==> src/rtl/fp_mul_prenorm_pkg.sv <==
// Shared types for the fp_mul pre-normalization stage: operand formats, special-case flags,
// the fp_mul argument bundle and the pipeline payload carried between the two stages.
package fp_mul_prenorm_pkg;

  localparam int FRAC_WIDTH = 52;
  localparam int EXPO_WIDTH = 11;
  localparam int ID_WIDTH   = 4;

  typedef struct packed {
    logic include_fpu;
    logic fpu_double;
  } cpu_config_t;

  localparam cpu_config_t EXAMPLE_CONFIG = '{include_fpu: 1'b1, fpu_double: 1'b1};

  typedef logic [63:0]         fp_t;
  typedef logic [2:0]          rm_t;
  typedef logic [ID_WIDTH-1:0] id_t;
  typedef logic [5:0]          fp_shift_amt_t;

  typedef struct packed {
    logic zero;
    logic inf;
    logic qnan;
    logic snan;
  } fp_special_case_t;

  typedef struct packed {
    fp_t  rs3;
    logic add;
    logic neg;
  } fp_fma_inputs_t;

  typedef struct packed {
    fp_t              rs1;
    fp_t              rs2;
    logic             rs1_hidden_bit;
    logic             rs2_hidden_bit;
    fp_special_case_t rs1_special_case;
    fp_special_case_t rs2_special_case;
    rm_t              rm;
    logic             single;
    fp_shift_amt_t    rs2_prenormalize_shift_amt;
  } fp_mul_inputs_t;

  typedef struct packed {
    id_t            id;
    fp_mul_inputs_t mul;
    logic           fma;
    fp_fma_inputs_t fma_args;
  } prenorm_pipe_t;

  function automatic fp_special_case_t classify(input logic [EXPO_WIDTH-1:0] expo,
                                                input logic [FRAC_WIDTH-1:0] frac);
    fp_special_case_t sc;
    sc.zero = ~|expo & ~|frac;
    sc.inf  = &expo & ~|frac;
    sc.qnan = &expo & frac[FRAC_WIDTH-1];
    sc.snan = &expo & ~frac[FRAC_WIDTH-1] & |frac;
    return sc;
  endfunction

  // Position of the first set bit counting from x[3]; 3 when x is all zero.
  function automatic logic [1:0] pri4(input logic [3:0] x);
    if (x[3])      return 2'd0;
    else if (x[2]) return 2'd1;
    else if (x[1]) return 2'd2;
    else           return 2'd3;
  endfunction

endpackage

==> src/rtl/fp_prenorm_clz.sv <==
// Combinational 52-bit leading-zero counter built as a three-level tree of 4-bit priority cells.
module fp_prenorm_clz
  import fp_mul_prenorm_pkg::*;
(
  input  logic [FRAC_WIDTH-1:0] frac_i,
  output fp_shift_amt_t         cnt_o
);

  // Low padding of ones squares the tree to 64 bits; an all-zero fraction then reads as 52.
  logic [63:0] padded;
  logic [15:0] nib_v;
  logic [1:0]  nib_c [16];
  logic [3:0]  grp_v;
  logic [1:0]  grp_sel [4];
  logic [3:0]  grp_c [4];
  logic [1:0]  top_sel;

  assign padded = {frac_i, 12'hFFF};

  always_comb begin
    for (int i = 0; i < 16; i++) begin
      nib_v[i] = |padded[63-4*i -: 4];
      nib_c[i] = pri4(padded[63-4*i -: 4]);
    end
    for (int g = 0; g < 4; g++) begin
      grp_sel[g] = pri4({nib_v[4*g], nib_v[4*g+1], nib_v[4*g+2], nib_v[4*g+3]});
      grp_v[g]   = |nib_v[4*g +: 4];
      grp_c[g]   = {grp_sel[g], nib_c[4*g + int'(grp_sel[g])]};
    end
    top_sel = pri4({grp_v[0], grp_v[1], grp_v[2], grp_v[3]});
    cnt_o   = {top_sel, grp_c[top_sel]};
  end

endmodule

==> src/rtl/fp_mul_prenorm.sv <==
// Two-stage elastic pre-normalizer ahead of fp_mul: classify and steer a lone subnormal into rs2,
// then left-normalize its fraction and report the shift so fp_mul only sees subnormals in rs2.
module fp_mul_prenorm
  import fp_mul_prenorm_pkg::*;
#(
  parameter cpu_config_t CONFIG = EXAMPLE_CONFIG
) (
  input  logic           clk,
  input  logic           rst,
  input  logic           in_valid,
  output logic           in_ready,
  input  id_t            in_id,
  input  fp_t            in_rs1,
  input  fp_t            in_rs2,
  input  rm_t            in_rm,
  input  logic           in_single,
  input  logic           in_fma,
  input  fp_fma_inputs_t in_fma_args,
  output logic           out_valid,
  input  logic           out_ready,
  output id_t            out_id,
  output fp_mul_inputs_t out_mul_args,
  output logic           out_fma,
  output fp_fma_inputs_t out_fma_args
);

  localparam logic FPU_EN = CONFIG.include_fpu;

  // Handshake: a transfer happens on a posedge where valid && ready. Each stage register loads when
  // it is empty or its contents move on; in_ready is stage 1's load enable.
  logic advance_1, advance_2;

  logic          v1_q, v1_d, v2_q, v2_d;
  prenorm_pipe_t s1_q, s1_d, s1_new;
  prenorm_pipe_t s2_q, s2_d, s2_new;
  fp_shift_amt_t s1_clz_q, s1_clz_d, clz_cnt, shamt;

  logic             h_a, h_b, sub_a, sub_b, swap;
  fp_special_case_t sc_a, sc_b;
  logic             rs1_sub, rs2_sub, prenorm;

  assign advance_2 = ~v2_q | out_ready;
  assign advance_1 = ~v1_q | advance_2;
  assign in_ready  = advance_1;

  always_comb begin
    h_a   = |in_rs1[62:52];
    h_b   = |in_rs2[62:52];
    sc_a  = classify(in_rs1[62:52], in_rs1[51:0]);
    sc_b  = classify(in_rs2[62:52], in_rs2[51:0]);
    sub_a = ~h_a & |in_rs1[51:0];
    sub_b = ~h_b & |in_rs2[51:0];
    swap  = sub_a & ~sub_b;

    s1_new.id                             = in_id;
    s1_new.mul.rs1                        = swap ? in_rs2 : in_rs1;
    s1_new.mul.rs2                        = swap ? in_rs1 : in_rs2;
    s1_new.mul.rs1_hidden_bit             = swap ? h_b : h_a;
    s1_new.mul.rs2_hidden_bit             = swap ? h_a : h_b;
    s1_new.mul.rs1_special_case           = swap ? sc_b : sc_a;
    s1_new.mul.rs2_special_case           = swap ? sc_a : sc_b;
    s1_new.mul.rm                         = in_rm;
    s1_new.mul.single                     = in_single | ~CONFIG.fpu_double;
    s1_new.mul.rs2_prenormalize_shift_amt = '0;
    s1_new.fma                            = in_fma;
    s1_new.fma_args                       = in_fma_args;
  end

  fp_prenorm_clz u_clz (
    .frac_i (s1_new.mul.rs2[FRAC_WIDTH-1:0]),
    .cnt_o  (clz_cnt)
  );

  always_comb begin
    v1_d     = v1_q;
    s1_d     = s1_q;
    s1_clz_d = s1_clz_q;
    if (advance_1) begin
      v1_d     = in_valid & FPU_EN;
      s1_d     = s1_new;
      s1_clz_d = clz_cnt;
    end
  end

  // Both-subnormal pairs are left alone; fp_mul flushes them through its subnormal-zero path.
  always_comb begin
    rs1_sub = ~s1_q.mul.rs1_hidden_bit & ~s1_q.mul.rs1_special_case.zero;
    rs2_sub = ~s1_q.mul.rs2_hidden_bit & ~s1_q.mul.rs2_special_case.zero;
    prenorm = rs2_sub & ~rs1_sub;
    shamt   = s1_clz_q + 6'd1;
    s2_new  = s1_q;
    if (prenorm) begin
      s2_new.mul.rs2[FRAC_WIDTH-1:0]        = s1_q.mul.rs2[FRAC_WIDTH-1:0] << shamt;
      s2_new.mul.rs2_prenormalize_shift_amt = shamt;
    end
  end

  always_comb begin
    v2_d = v2_q;
    s2_d = s2_q;
    if (advance_2) begin
      v2_d = v1_q;
      s2_d = s2_new;
    end
  end

  always_ff @(posedge clk) begin
    if (!rst) begin
      v1_q <= 1'b0;
      v2_q <= 1'b0;
    end else begin
      v1_q <= v1_d;
      v2_q <= v2_d;
    end
  end

  always_ff @(posedge clk) begin
    s1_q     <= s1_d;
    s1_clz_q <= s1_clz_d;
    s2_q     <= s2_d;
  end

  assign out_valid    = v2_q;
  assign out_id       = s2_q.id;
  assign out_mul_args = s2_q.mul;
  assign out_fma      = s2_q.fma;
  assign out_fma_args = s2_q.fma_args;

endmodule

==> config.mk <==
export PLATFORM = sky130hd
export DESIGN_NAME = fp_mul_prenorm
export DESIGN_NICKNAME = d
export VERILOG_FILES = /design/src/rtl/fp_mul_prenorm_pkg.sv /design/src/rtl/fp_prenorm_clz.sv /design/src/rtl/fp_mul_prenorm.sv
export SDC_FILE = /design/constraint.sdc
export NUM_CORES = 1
export LEC_CHECK = 0
export ABC_CLOCK_PERIOD_IN_PS = 15300
export BUFFER_PORTS_ARGS = -buffer_cell sky130_fd_sc_hd__buf_2
export CORE_ASPECT_RATIO = 1.4
export CORE_MARGIN = 5
export CORE_UTILIZATION = 59
export DETAILED_ROUTE_END_ITERATION = 10
export PLACE_DENSITY = 0.85
export SETUP_SLACK_MARGIN = 0.2
export SLEW_MARGIN = 20
export SYNTH_ARGS = -nofsm -noshare
export SYNTH_HDL_FRONTEND = slang
export SYNTH_SLANG_ARGS = --single-unit
==> constraint.sdc <==
create_clock -name clk -period 15.3 [get_ports clk]
set_input_delay 3.06 -clock clk [delete_from_list [all_inputs] [get_ports clk]]
set_output_delay 3.06 -clock clk [all_outputs]
set_load 0.005 [all_outputs]
Yosys cells after proc, flatten, opt, wreduce, memory -nomap -nowiden --
Index checks and enable logic that the tools add are counted.
Operators by class: add/subtract/negate cells 4, $lt $le $gt $ge 5, shifts and indexed selects 1, muxes and demuxes 74, bitwise logic cells 35, reduce and logical (&&, ||, !) cells 23
Operators by type and width (count):
- 32-bit by 5-bit greater-or-equal comparator with 1-bit output, second input constant | 4
- 64-bit two-way mux | 2
- 52-bit OR reduction | 2
- 32-bit NOT | 3
- 2-bit two-way mux | 42
- 52-bit two-way mux | 1
- 52-bit by 6-bit left shift with 52-bit output | 1
- 16-bit OR reduction | 3
- 4-bit OR reduction | 10
- 2-bit binary-select mux with 4-bit select | 4
- 2-bit NOT with 32-bit output | 1
- 11-bit AND reduction | 2
- 11-bit OR reduction | 2
- 1-bit two-way mux | 20
- 1-bit bitwise AND | 16
- 4-bit two-way mux | 4
- 1-bit NOT | 12
- 4-bit binary-select mux with 2-bit select | 1
- 6-bit by 1-bit adder with 6-bit output, second input constant | 1
- 4-bit by 1-bit adder with 5-bit output, first input constant | 1
- 4-bit by 2-bit adder with 5-bit output, first input constant | 1
- 3-bit by 2-bit adder with 4-bit output, first input constant | 1
- 1-bit logical NOT | 4
- 3-bit greater-or-equal comparator, second input constant | 1
- other kinds (2) | 3
Word-level totals: register bits after elaboration 440, output and inout bits 221

Longest topological paths before layout --
Gate-level depths: netlist (run 1).
depth after elaboration 18, gate-level depth with buffers 11, depth with buffers taken out 8

By module --
Synthesis (run 1) repeated with hierarchy kept, for this count alone.
Second synthesis, totals: cells, all modules 1248, area total of the unflattened synthesis 19648.8 µm²
Modules (own cells, without submodules):
- fp_mul_prenorm | instances 1, cells an instance 1152, area an instance 18936.9 µm², sequential area each 13192.7 µm²
- fp_prenorm_clz | instances 1, cells an instance 96, area an instance 711.9 µm², sequential area each 0.0 µm²

Least setup slack after synthesis (run 1) --
No wires, ideal clock.
path kind input port to output port, start point input port out_ready, end point output port in_ready, arrival 7.743 ns, required time 12.240 ns, slack 4.497 ns, stages 2, path through nor2b_1 -> nand2_1
On the way: longest elaborated chain between the ends 2
RTL lines:
- start: declaration | RTL line fp_mul_prenorm.sv:20 | input logic out_ready,
- 1-bit OR | RTL line fp_mul_prenorm.sv:42 | assign advance_2 = ~v2_q | out_ready;
- 1-bit OR | RTL line fp_mul_prenorm.sv:43 | assign advance_1 = ~v1_q | advance_2;
- end: declaration | RTL line fp_mul_prenorm.sv:11 | output logic in_ready,
Every way passes these cells.

Final worst setup path (run 1) --
Same ends and word-level chain as after synthesis.

==> run metrics, run 1 <==
kind of critical path in -> out; pwr dens 121 nW/um^2; clock buffer depth 3; # DRC 0; Synth area leaders edfxtp_1 68%, nand2_1 7.3%, mux4_2 5.1%; Place WS between 7 and 8 ns; Area after DPL around 22,000 sq um; worst skew pair latency ~0.56 ns; Crit. End Element output port; via count of the first global-routing pass ~14,000; Post-synth EDFFs 438; status finished clean; Post-Synth Adder-Cell Area less than 1%; largest net degree at the start of global routing 86; Rows 78; slowest stage cell on the critical path nor2b_1; Finish-stage setup viols 0; Synth cell types 60; DP Wirelength slightly above 40 mm; worst hold slack between 0.4 and 0.5 ns; Worst Path Arrival around 4.4 ns; GRT Util Overall 29.9%; CTS root buffer clkbuf_16; final wirelength 56.0 mm; die area 36,700 sq um; worst slew margin relative to its limit 20.2%; RSZ-0062 raised after global routing no; first-pass GRT wire length slightly above 80 mm; post-synthesis sequential area ratio approximately two thirds; most used cell, CP buf_2; main combinational cell family by area after synthesis simple AND/OR/NAND/NOR gates; ys flop type edfxtp_1; XOR/XNOR share of the synthesized area 0.316%; routability cong. between 0.9 and 1; CP Cell Sequence buf_2 > nor2b_1 > nand2_4 > buf_4 > buf_2; min-delay src s1_q[155]; Worst Tran Pin Value roughly 1.2 ns; post-route cell area about 23,000 sq um; Max Slew Vio Count 0; synth cell count leaders 438 x edfxtp_1, 377 x nand2_1, 75 x o21ai_0, 74 x nor2_1, 63 x a21oi_1; VDD IR max ~100 uV; period utilization a little under 50%; area fraction of the dominant cell type after synthesis 67.7%; postcts setup bufs 0; slowest stage delay, CP roughly 0.53 ns; Compound-Gate Fraction of Synth Area under 10%; CTS resizes 0; most frequent cell after synthesis edfxtp_1; Initial DRC Count approximately 1,500; P_leak between 9 and 10 nW; IO Port Bufs between 400 and 500; total gr overflow 0; Clock H-tree levels 2; die height approximately 220 microns; IO Pins 428; Routed Antenna Nets 0; Hold Path Depth 0; Worst Hold Path EP out_mul_args[88]; Final Util between 70% and 80%; syn nets between 1,500 and 2,000; mux share of post-synthesis cell area 8.38%; Hold Buf Count CTS 0; CORE AREA about 32,000 sq um; final setup TNS 0 ns; Tmin final between 7 and 8 ns; Mapped Area 19,400 sq um; fin cells approximately 2,400; Total Power about 2.8 mW; Max Fclk between 100 and 150 MHz; Die Width around 160 microns; Layout area overhead 21.0%; Worst Hold Class reg -> reg; post-route setup slack 7.84 ns; wire length per cell 23.7 microns; Mean Syn Cell Area roughly 13 sq um; clock transition at the registers of the reported paths about 0.060 ns; endpoints failing hold 0; worst r2r src s1_clz_q[0]; fraction of layout instances using a drive strength above 1 between 30% and 40%; CTS tree done; Post-synth ARST share 0%; startpoint type of the worst setup path primary input; CP max FO 58; number of synthesized register bits 440; Synth Warn # 0; Worst Skew about 0.022 ns; routed vias/inst 6.03; fin nets 2,091; Max Cap Viol 0; initial antenna violation count 8; R2R Setup Slk approximately 11 ns; Synth Instances ~1,500; fillers roughly 2,200; Pre-Repair DR Iteration Count 8; R2R Path End out_mul_args[49]; simple-gate share of the synthesized area between 10% and 20%; Cells after DPL about 2,300; cells on worst reg2reg path 8; Num CTS Buffers slightly above 40; clock sink total 440; Worst EP required 12.24 ns; leading area contributor after synthesis edfxtp_1; starting density of the core about three fifths; routed via count 14,200
==> layer usage <==
layer	vias up	global-route usage (%)	routed length [microns]
li1	6353	-	-
met1	6856	36.9	19900
met2	837	50.4	28200
met3	175	5.90	4620
met4	6	15.2	3300
met5	-	0	33
==> final cells by class <==
cell class | instances | area, sq um | area share (%)
flip-flops and latches | 440 | 13200 | 56.2
multi-input cells | 923 | 5880 | 25.1
repair buffers | 446 | 2280 | 9.71
clock buffers | 50 | 1090 | 4.65
well taps | 440 | 551 | 2.34
clock inverters | 25 | 347 | 1.48
inverters | 31 | 124 | 0.527
diodes | 6 | 15.0 | 0.0639
==> registers in the layout, indices dropped and copies added (netlist names) <==
| name | flops |
|---|---|
| v1_q | 1 |
| out_valid | 1 |
| out_fma | 1 |
| s1_clz_q | 6 |
| s1_q | 213 |
| out_id | 4 |
| out_fma_args | 66 |
| out_mul_args | 148 |
==> cells in the final DEF, fill, tap and decap left out, types with 4 or more instances in the layout <==
cell type,n
a22oi_1,14
a22o_1,20
mux2i_1,49
nand2_1,376
a221o_1,10
a21oi_1,63
clkinvlp_4,6
a311o_1,8
o211ai_1,9
nor2b_1,6
mux2_2,11
buf_4,19
o21bai_1,4
a31oi_1,7
clkinv_1,5
nor4_4,4
inv_1,30
nand3_1,5
nor4_1,25
mux4_2,44
diode_2,6
nand4_1,7
a21o_1,14
nor3_1,20
bufinv_16,7
clkbuf_1,7
or4_1,4
edfxtp_1,438
nor2_1,74
o21ai_0,75
and3_1,11
a211oi_1,4
clkbuf_16,42
a311oi_1,4
and2_1,11
buf_2,427
==> power breakdown <==
group	total (mW)	internal [mW]	switching (mW)
registers	1.44	1.41	0.0330
clock network	1.08	0.634	0.445
logic	0.318	0.133	0.185
==> worst max-delay path: cells and delay by family <==
kind                   cells  cell delay, ns
buffers and inverters      3            0.67
AND/OR/NAND/NOR            2            0.59
==> how the worst max path moves through the flow <==
| stage | start | to | slack, ns |
|---|---|---|---|
| after floorplan | out_ready | in_ready | 4.50 |
| after global placement | out_ready | in_ready | 7.87 |
| after detailed placement | out_ready | in_ready | 7.84 |
| after CTS | out_ready | in_ready | 7.84 |
| after global routing | out_ready | in_ready | 7.77 |
| final | out_ready | in_ready | 7.84 |
==> kinds of logic after synthesis <==
family                     Yosys count
AOI/OAI and AO/OA                  253
xor gates and xnor gates             7
adders and majority gates            1
buffers and inverters              103
DFF                                440
muxes                              105
and+or+nand+nor                    557
(Power assumes the default switching activity.)
==> run 2, diff against run 1 <==
--- a/config.mk
+++ b/config.mk
@@ -5,13 +5,13 @@
 export SDC_FILE = /design/constraint.sdc
 export NUM_CORES = 1
 export LEC_CHECK = 0
-export ABC_CLOCK_PERIOD_IN_PS = 15300
+export ABC_CLOCK_PERIOD_IN_PS = 7720
 export BUFFER_PORTS_ARGS = -buffer_cell sky130_fd_sc_hd__buf_2
 export CORE_ASPECT_RATIO = 1.4
 export CORE_MARGIN = 5
-export CORE_UTILIZATION = 59
+export CORE_UTILIZATION = 55
 export DETAILED_ROUTE_END_ITERATION = 10
-export PLACE_DENSITY = 0.85
+export PLACE_DENSITY = 0.8
 export SETUP_SLACK_MARGIN = 0.2
 export SLEW_MARGIN = 20
 export SYNTH_ARGS = -nofsm -noshare
==> constraint.sdc (replaced) <==
create_clock -name clk -period 7.72 [get_ports clk]
set_input_delay 1.544 -clock clk [delete_from_list [all_inputs] [get_ports clk]]
set_output_delay 1.544 -clock clk [all_outputs]
set_load 0.005 [all_outputs]
==> run 2 against run 1 <==
Compared with the run above:
- final area fell by 0.21%
- critical path type is now in -> reg
- combinational power rose by 97%
- largest cell class unchanged
- sequential power rose by 98%
==> run metrics, run 2 (same netlist as run 1, synthesis figures left out) <==
status finished clean; fin cells 2,375 (+0.59%); IO Port Bufs 427 (unchanged); Max Fclk ~210 MHz; Finish-stage setup viols 0 (unchanged); period utilization about three fifths; first-pass GRT wire length 81.7 mm (-1.6%); CTS tree done; Tmin final roughly 4.7 ns; startpoint type of the worst setup path primary input; met1 Track Usage GR 34.2% (-2.7 points); GRT Util Overall 27.3% (-2.6 points); Pre-Repair DR Iteration Count 5 (-3); routability cong. 0.948 (+0.85%); clock buffer depth 3 (unchanged); Hold Buf Count CTS 0 (unchanged); worst hold slack 0.413 ns (-0.000121 ns); Worst EP required 7.99 ns (-4.25 ns); routed via count 14,000 (-1.6%); die area 39,200 sq um (+6.9%); most frequent cells in the layout 438 x edfxtp_1, 427 x buf_2, 376 x nand2_1; Place WS 2.49 ns (-5.35 ns); fraction of layout instances using a drive strength above 1 30.5% (-0.22 points); P_leak 9.67 nW (-0.20%); kind of critical path in -> reg; CTS resizes 0 (unchanged); Clock H-tree levels 2 (unchanged); VDD IR max 227 uV (+130%); CTS root buffer clkbuf_16; GR Util met3 3.99% (-1.9 points); clock sink total 440 (unchanged); pwr dens 235 nW/um^2 (+95%); # DRC 0 (unchanged); Worst Path Arrival 4.97 ns (+0.57 ns); Initial DRC Count 1,371 (-11%); starting density of the core 55.5% (-4.2 points); endpoints failing hold 0 (unchanged); Area after DPL 22,100 sq um (+0.13%); Num CTS Buffers 41 (unchanged); fin nets 2,091 (unchanged); DP Wirelength 40.3 mm (+0.30%); Layout area overhead 20.7%; via count of the first global-routing pass 13,700 (-2.1%); Final Util 67.0% (-5.2 points); initial antenna violation count 3 (-5); RSZ-0062 raised after global routing no; CORE AREA 35,000 sq um (+7.6%); Rows 81 (+3.8%); Most Crowded Layer GR met2; Worst Hold Class reg -> reg; largest net degree at the start of global routing 90 (+4.7%); postcts setup bufs 0 (unchanged); Worst Skew 0.0176 ns (-0.00428 ns); wire length per cell 23.3 microns (-1.8%); Routed Antenna Nets 0 (unchanged); Worst Tran Pin Value 1.04 ns (-0.146 ns); Max Slew Vio Count 0 (unchanged); IO Pins 428 (unchanged); clock transition at the registers of the reported paths 0.06 ns (about the same); total gr overflow 0 (unchanged); Cells after DPL 2,296 (+0.70%); CP max FO 77 (+33%); Die Width 169 microns (+3.4%); Most flops, register s1_q; Max Cap Viol 0 (unchanged); routed vias/inst 5.90 (-2.1%); final setup TNS 0 ns (unchanged); post-route setup slack 3.03 ns (-4.81 ns); final wirelength 55.3 mm (-1.2%); worst slew margin relative to its limit 30.1% (+9.9 points); met2 Use GR 46.8% (-3.6 points); Total Power 5.52 mW (+95%); commonest non-fill, non-tap cell in the layout edfxtp_1; Largest register FFs 213 (unchanged); die height 232 microns (+3.4%); post-route cell area 23,400 sq um (-0.21%); Crit. End Element register; worst skew pair latency 0.56 ns (about the same)
[run 2: cell types whose count changed in the layout (fill, tap and decap cells not counted)]
cell / before / now
clkinv_2: 2 / 6
inv_6: 1 / 2
clkbuf_8: 1 / 0
clkinv_4: 2 / 0
inv_8: 1 / 2
nand2_8: 0 / 1
bufinv_16: 7 / 5
clkinvlp_4: 6 / 1
clkinv_1: 5 / 10
diode_2: 6 / 3
nand2_4: 2 / 1
[run 2: worst paths after layout]
| kind | from | to | slack, ns | cells past startpoint |
|---|---|---|---|---|
| min reg2reg | s1_q[162] | out_mul_args[95] | 0.41 | 0 |
| min | s1_q[162] | out_mul_args[95] | 0.41 | 0 |
| max reg2reg | s1_clz_q[0] | out_mul_args[63] | 3.63 | 8 |
| max | in_rs2[20] | s1_clz_q[3] | 3.03 | 9 |
[run 2: final cells by class]
cell class	instances	area, sq um
fillers	2578	11500
clock inverters	27	290
well taps	456	571
repair buffers	446	2280
flip-flops and latches	440	13200
clock buffers	49	1080
inverters	31	124
multi-input cells	923	5890
diodes	3	7.51
[run 2: worst max-delay path: stages]
cell	delay, ns
buf_2	0.11
nor4_1	0.61
nand4_1	0.43
o41ai_2	0.58
nand2_4	0.53
mux2i_1	0.57
inv_1	0.18
a311oi_1	0.32
a31oi_1	0.07
[run 2: per-layer routing]
| metal | vias up | share of wire, % |
|---|---|---|
| met5 | - | 0 |
| met4 | 0 | 5.3 |
| met3 | 144 | 8.1 |
| met2 | 837 | 51 |
| met1 | 6665 | 36 |
| li1 | 6360 | - |
[run 2: power breakdown]
| group | switching (mW) | internal (mW) |
|---|---|---|
| combinational | 0.362 | 0.264 |
| sequential | 0.0667 | 2.78 |
| clock | 0.862 | 1.18 |
